## src/rtl/vga_timing_gen.sv

```systemverilog
// vga_timing_gen: parametrised VGA sync / data-enable generator.
// Produces h_sync, v_sync and de from configurable porch/sync/active
// timings with a pixel-clock divider, exports x/y to an upstream pixel
// source and returns its colour blanked and aligned with the syncs.
// Optional feature macro: VGA_TEST_PATTERN_EN (internal colour bars
// selected by pattern_sel); when undefined, pattern_sel is ignored.
module vga_timing_gen #(
    parameter int COLOR_W  = 8,
    parameter int H_ACTIVE = 640,
    parameter int H_FP     = 16,
    parameter int H_SYNC   = 96,
    parameter int H_BP     = 48,
    parameter int V_ACTIVE = 480,
    parameter int V_FP     = 10,
    parameter int V_SYNC   = 2,
    parameter int V_BP     = 33,
    parameter int HS_POL   = 0,
    parameter int VS_POL   = 0,
    parameter int CLK_DIV  = 4
) (
    input  logic               clk,
    input  logic               rst,
    input  logic               en,
    input  logic               pattern_sel,
    input  logic [COLOR_W-1:0] pix_r_in,
    input  logic [COLOR_W-1:0] pix_g_in,
    input  logic [COLOR_W-1:0] pix_b_in,
    output logic [11:0]        x,
    output logic [11:0]        y,
    output logic               de_req,
    output logic               h_sync,
    output logic               v_sync,
    output logic               de,
    output logic               frame_start,
    output logic [COLOR_W-1:0] red,
    output logic [COLOR_W-1:0] green,
    output logic [COLOR_W-1:0] blue
);
    localparam int H_TOTAL = H_ACTIVE + H_FP + H_SYNC + H_BP;
    localparam int V_TOTAL = V_ACTIVE + V_FP + V_SYNC + V_BP;
    localparam int DIV_W   = (CLK_DIV > 1) ? $clog2(CLK_DIV) : 1;

    localparam logic [DIV_W-1:0] DIV_LAST = DIV_W'(CLK_DIV - 1);
    localparam logic [11:0] H_LAST = 12'(H_TOTAL - 1);
    localparam logic [11:0] V_LAST = 12'(V_TOTAL - 1);
    // Window bounds are 13 bits so an active width of 4096 still compares correctly.
    localparam logic [12:0] H_ACT  = 13'(H_ACTIVE);
    localparam logic [12:0] HS_BEG = 13'(H_ACTIVE + H_FP);
    localparam logic [12:0] HS_END = 13'(H_ACTIVE + H_FP + H_SYNC);
    localparam logic [12:0] V_ACT  = 13'(V_ACTIVE);
    localparam logic [12:0] VS_BEG = 13'(V_ACTIVE + V_FP);
    localparam logic [12:0] VS_END = 13'(V_ACTIVE + V_FP + V_SYNC);
    localparam logic HS_ON = 1'(HS_POL);
    localparam logic VS_ON = 1'(VS_POL);

    logic [DIV_W-1:0]   div_cnt;
    logic [11:0]        h_cnt, v_cnt;
    logic [12:0]        h_ext, v_ext;
    logic               tick, h_last, v_last, hs_raw, vs_raw;
    logic [COLOR_W-1:0] src_r, src_g, src_b;

    assign tick   = en && (div_cnt == DIV_LAST);
    assign h_last = (h_cnt == H_LAST);
    assign v_last = (v_cnt == V_LAST);
    assign h_ext  = {1'b0, h_cnt};
    assign v_ext  = {1'b0, v_cnt};
    assign de_req = (h_ext < H_ACT) && (v_ext < V_ACT);
    assign hs_raw = (h_ext >= HS_BEG) && (h_ext < HS_END);
    assign vs_raw = (v_ext >= VS_BEG) && (v_ext < VS_END);
    assign x      = h_cnt;
    assign y      = v_cnt;

`ifdef VGA_TEST_PATTERN_EN
    // Eight equal-width vertical bars across the active area; bar index bits map to {r,g,b}.
    logic [2:0] bar;
    assign bar   = 3'({h_cnt, 3'b000} / 15'(H_ACTIVE));
    assign src_r = pattern_sel ? {COLOR_W{bar[2]}} : pix_r_in;
    assign src_g = pattern_sel ? {COLOR_W{bar[1]}} : pix_g_in;
    assign src_b = pattern_sel ? {COLOR_W{bar[0]}} : pix_b_in;
`else
    logic unused_pattern_sel;
    assign unused_pattern_sel = pattern_sel;
    assign src_r = pix_r_in;
    assign src_g = pix_g_in;
    assign src_b = pix_b_in;
`endif

    // Pixel-clock divider: free-runs 0..CLK_DIV-1 while enabled.
    always_ff @(posedge clk) begin
        if (rst)
            div_cnt <= '0;
        else if (en)
            div_cnt <= (div_cnt == DIV_LAST) ? '0 : div_cnt + 1'b1;
    end

    // Horizontal/vertical position counters, advanced once per pixel tick.
    always_ff @(posedge clk) begin
        if (rst) begin
            h_cnt <= '0;
            v_cnt <= '0;
        end else if (tick) begin
            h_cnt <= h_last ? '0 : h_cnt + 1'b1;
            if (h_last)
                v_cnt <= v_last ? '0 : v_cnt + 1'b1;
        end
    end

    // Output stage: one register behind x/y so syncs, de and colour line up.
    always_ff @(posedge clk) begin
        if (rst) begin
            h_sync <= ~HS_ON;
            v_sync <= ~VS_ON;
            de     <= 1'b0;
            red    <= '0;
            green  <= '0;
            blue   <= '0;
        end else if (en) begin
            h_sync <= hs_raw ? HS_ON : ~HS_ON;
            v_sync <= vs_raw ? VS_ON : ~VS_ON;
            de     <= de_req;
            red    <= de_req ? src_r : '0;
            green  <= de_req ? src_g : '0;
            blue   <= de_req ? src_b : '0;
        end
    end

    // Frame-start strobe: single clk after the (last,last) -> (0,0) wrap; cleared whenever idle.
    always_ff @(posedge clk) begin
        if (rst)
            frame_start <= 1'b0;
        else
            frame_start <= tick && h_last && v_last;
    end
endmodule

```

## config.mk

```make
export PLATFORM = sky130hd
export DESIGN_NAME = vga_timing_gen
export DESIGN_NICKNAME = d
export VERILOG_FILES = /design/src/rtl/vga_timing_gen.sv
export SDC_FILE = /design/constraint.sdc
export NUM_CORES = 1
export LEC_CHECK = 0
export ABC_AREA = 1
export BUFFER_PORTS_ARGS = -buffer_cell sky130_fd_sc_hd__buf_4
export CORE_MARGIN = 3
export CORE_UTILIZATION = 45
export DETAILED_ROUTE_END_ITERATION = 16
export PLACE_DENSITY = 0.71
export RECOVER_POWER = 25
export SLEW_MARGIN = 20
export SYNTH_ARGS = -nofsm -noshare
export SYNTH_HDL_FRONTEND = slang
export SYNTH_SLANG_ARGS = --single-unit
```

## constraint.sdc

```tcl
create_clock -name clk -period 3.3 [get_ports clk]
set_input_delay 0.66 -clock clk [delete_from_list [all_inputs] [get_ports clk]]
set_output_delay 0.66 -clock clk [all_outputs]
set_load 0.005 [all_outputs]
```

## Word level (Yosys, flattened, before mapping)

Index checks and enable logic that the tools add are counted.

| storage, ports and cells | value |
|---|---|
| register bits after elaboration | 54 |
| output and inout bits | 53 |
| bits of input ports | 28 |

| cells by class | value |
|---|---|
| mux-type cells | 8 |
| equal/unequal tests | 3 |
| add/subtract/negate cells | 3 |
| order comparisons | 6 |
| reductions and logical operators | 7 |

Operators with widths:

| cell | count |
|---|---|
| 12-bit by 1-bit adder with 12-bit output, second input constant | 2 |
| 12-bit by 10-bit == test with 1-bit output, second input constant | 2 |
| 12-bit by 10-bit < comparator with 1-bit output, second input constant | 2 |
| 12-bit by 9-bit < comparator with 1-bit output, second input constant | 2 |
| 12-bit 2-to-1 mux | 2 |
| 8-bit 2-to-1 mux | 3 |
| 12-bit by 10-bit greater-or-equal comparator with 1-bit output, second input constant | 1 |
| 12-bit by 9-bit greater-or-equal comparator with 1-bit output, second input constant | 1 |
| 1-bit logical AND | 6 |
| 2-bit by 1-bit adder with 2-bit output, second input constant | 1 |
| 2-bit == test, second input constant | 1 |
| 1-bit 2-to-1 mux | 2 |
| 2-bit 2-to-1 mux | 1 |
| 2-bit AND reduction | 1 |

## Longest topological paths before layout

| depth | value |
|---|---|
| depth in word-level cells | 4 |
| depth in mapped cells | 9 |

## Least setup slack after synthesis

Ideal clock, no wire load.

| timing | value |
|---|---|
| path kind | reg-to-output |
| from | register v_cnt[5] (netlist: y[5]) |
| to | output port de_req |
| required time | 2.640 ns |
| path buffers | 0 |
| slack | 1.669 ns |
| arrival time | 0.971 ns |
| stages on the path, launching flop included | 5 |
| cell sequence | dfxtp_1 nand2_1 nor2_1 nor2_4 and2_1 |

| on the way | value |
|---|---|
| word-level cells in the longest chain between the ends | 2 |

Ends and longest elaborated chain:

| element | RTL line | text |
|---|---|---|
| start, declared | 57 | `logic [11:0] h_cnt, v_cnt;` |
| start signal, assigned | 104 | `v_cnt <= v_last ? '0 : v_cnt + 1'b1;` |
| 12-bit by 9-bit < comparator with 1-bit output | 67 | `assign de_req = (h_ext < H_ACT) && (v_ext < V_ACT);` |
| 1-bit logical AND | 67 |  |
| end, declared | 30 | `output logic de_req,` |

No other way between the ends.

## Final worst setup path

| timing | value |
|---|---|
| from | input port en |
| to | register h_cnt[11] (netlist: x[11]) |

| on the way | value |
|---|---|
| word-level cells in the longest chain between the ends | 1 |

Ends and longest elaborated chain:

| element | RTL line | text |
|---|---|---|
| start, declared | 23 | `input logic en,` |
| 1-bit logical AND | 62 | `assign tick = en && (div_cnt == DIV_LAST);` |
| end signal, assigned | 102 | `h_cnt <= h_last ? '0 : h_cnt + 1'b1;` |
| end, declared | 57 |  |

No other way between the ends.
A chain may end at the register's enable or synchronous reset.

==> metrics.md <==
| Metric | Value |
|---|---|
| Outcome | finished with violations |
| Failing checks | capacitance limit, slew limit |
| Global routing usage on met1 | 0.252 |
| # Max-Cap Violations | 1 |
| Leading area contributor after synthesis | dfxtp_1 |
| Worst min-delay path class | flop to flop |
| Die ar. | 6890 um2 |
| Sequential area share after synthesis | 0.405 |
| Busiest grt layer | met2 |
| Post-synthesis net count | 410 |
| Worst-Skew Late Latency | 310 ps |
| Antenna violations before repair | 0 |
| Mapped Area | approximately 2700 um2 |
| Vias in the first global route | around 2500 |
| Tcrit/Tclk final | 0.814 |
| Critical Path AT | between 2000 and 3000 ps |
| Most used DFF post-synth | dfxtp_1 |
| Core area | 5610 um2 |
| Drt pass-1 iters | 4 |
| First-pass GRT wire length | 11500 um |
| Async S/R FF share, synth | 0 |
| GRT met2 Usage | 0.336 |
| Via Count | between 2000 and 3000 |
| Routed Antenna Nets | 0 |
| Slew Limit Fails | 33 |
| Fin nets | around 480 |
| # IOs | 81 |
| Fin. Hold Viols | 0 |
| Drt drc | 0 |
| Num CTS Buffers | 5 |
| Fmax | 372 MHz |
| Gates resized, CTS repair | 0 |
| Post-DP HPWL | 4870 um |
| Worst vdd ir | 0.218 mV |
| 1st-iter DRT viols | 156 |
| Setup-failing EPs final | 0 |
| Crit path launch type | input port |
| Total chip power | between 1000 and 1500 uW |
| Clock transition at path regs | 100 ps |
| Req. time, crit path | 3540 ps |
| Clock sinks | 54 |
| Antenna diode count | 0 |
| Vias per cell | between 5 and 6 |
| Crit path max fanout | 32 |
| GRT overflow | 0 |
| Critical path class | input port to flop |
| Yosys top cell area share | 0.405 |
| Worst Clk Skew | between 10 and 15 ps |
| Final WL | approximately 6900 um |
| Layout fillers | 557 |
| Initial Utilization | 0.476 |
| Core Rows | 27 |
| Leak | 0.00146 uW |
| Commonest cells in the synthesized netlist | nand2_1, dfxtp_1, nor2_1 |
| Top post-synthesis cells by area | dfxtp_1, nand2_1, nand4_1 |
| Layout area overhead | 27.0% |
| Number of library cell types mapped by synthesis | 31 |
| M3 GR Usage | 0.0397 |
| Die X | roughly 83 um |
| Top-count cell post-synth | nand2_1 |
| Seq cells post-synth | 54 |
| CTS tree | done |
| CTS Root Cell | clkbuf_8 |
| Post-synth EDFFs | 0 |
| Hold_buf cts | 0 |
| Slew headroom | -0.0223 |
| RePlAce Congestion | 0.903 |
| P per Cell Area | roughly 370 nW/um2 |
| Setup Fix Bufs, Post-CTS | 0 |
| Yosys warnings | 0 |
| Setup tns final | 0 ps |
| Minimum clock period | 2690 ps |
| Largest net degree at the start of global routing | 40 |
| Post-placement cell count | 513 |
| CP endpoint kind | flop |
| Overall Global Routing Usage | 0.197 |
| PortBufs | 79 |
| Die Height | roughly 83 um |
| Synth Area per Inst | 7.08 um2 |
| Non-filler cells, final | 521 |
| Least-Margin Pin Slew | 1530 ps |
| CTS max path bufs | 2 |
| Mean routed wirelength per cell | 13.2 um |
| Setup repair after global routing missed its margin | no |
| Mapped Cells | 377 |
| Share of layout cells above drive strength 1 | 0.243 |
| CTS H-tree lvls | 2 |
==> critical path: stages <==
cell	delay, ps
clkbuf_1	1080
nand2_4	220
clkinvlp_2	310
nand3_2	90
nor2_2	230
nand3_1	100
nand2_1	80
inv_1	40
nor2_1	90
==> report_power, final <==
part	internal (uW)	switching [uW]	total (uW)
Clock	250	226	476
Combinational	55.5	51.8	107
Sequential	672	10.8	683
==> cell usage in the layout (no fill, tap or decap), types with 2 or more instances in the layout <==
cell type  synthesis  routed
a21oi_1           39      39
buf_4              6      57
clkbuf_4           0      21
clkbuf_8           0       6
dfxtp_1           54      54
ha_1               5       5
inv_1             31      31
inv_2              5       5
nand2_1           93      93
nand2_2            3       3
nand3_1           16      16
nand4_1           32      32
nor2_1            40      40
nor2_2             5       5
nor2_4             4       4
nor3_1             6       6
nor3b_1            3       3
o21ai_0           10      10
o21ai_1            2       2
xor2_1             2       2
==> final cells by class <==
class	instances	area, um2	area share
repair buffers	79	589	0.174
multi-input cells	270	1370	0.402
clock inverters	2	38.8	0.0114
flip-flops and latches	54	1080	0.319
inverters	38	145	0.0428
well taps	72	90.1	0.0266
clock buffers	6	82.6	0.0243
==> worst paths after layout <==
check	from	slack [ps]	end	cells past startpoint
max	en	610	x[11]	9
min	red[6]	470	red[6]	2
max reg2reg	div_cnt[0]	1620	x[11]	9
min reg2reg	red[6]	470	red[6]	2
==> logic make-up (layout without fill, tap and decap cells) <==
logic type / Yosys count / count (layout) / share of synthesized area
compound gates: 55 / 55 / 0.107
buf+inv: 53 / 125 / 0.0839
simple gates: 208 / 208 / 0.374
xor+xnor: 2 / 2 / 0.00656
flops: 54 / 54 / 0.405
fa+ha+maj: 5 / 5 / 0.0234
==> per-stage QoR <==
stage / setup WS, ps / hold WS, ps / cell area, um2 / util
4_1_cts: 803 / 472 / 3400 / 0.606
6_report: 615 / 466 / 3390 / 0.605
3_3_place_gp: 1180 / 453 / 3270 / 0.584
5_1_grt: 482 / 486 / 3390 / 0.605
3_5_place_dp: 1170 / 456 / 3270 / 0.584
2_1_floorplan: 1670 / 438 / 2670 / -
==> state kept, by name (all words and copies together) (netlist names) <==
register	cells
blue	8
de	1
div_cnt	2
frame_start	1
green	8
h_sync	1
red	8
v_sync	1
x	12
y	12
==> per-layer routing <==
layer,share of wire,vias to the layer above
li1,-,1383
met1,0.47,1255
met2,0.48,51
met3,0.041,4
met4,0.0078,0
met5,0,-
Note: power is estimated with default switching activity, not from simulation.
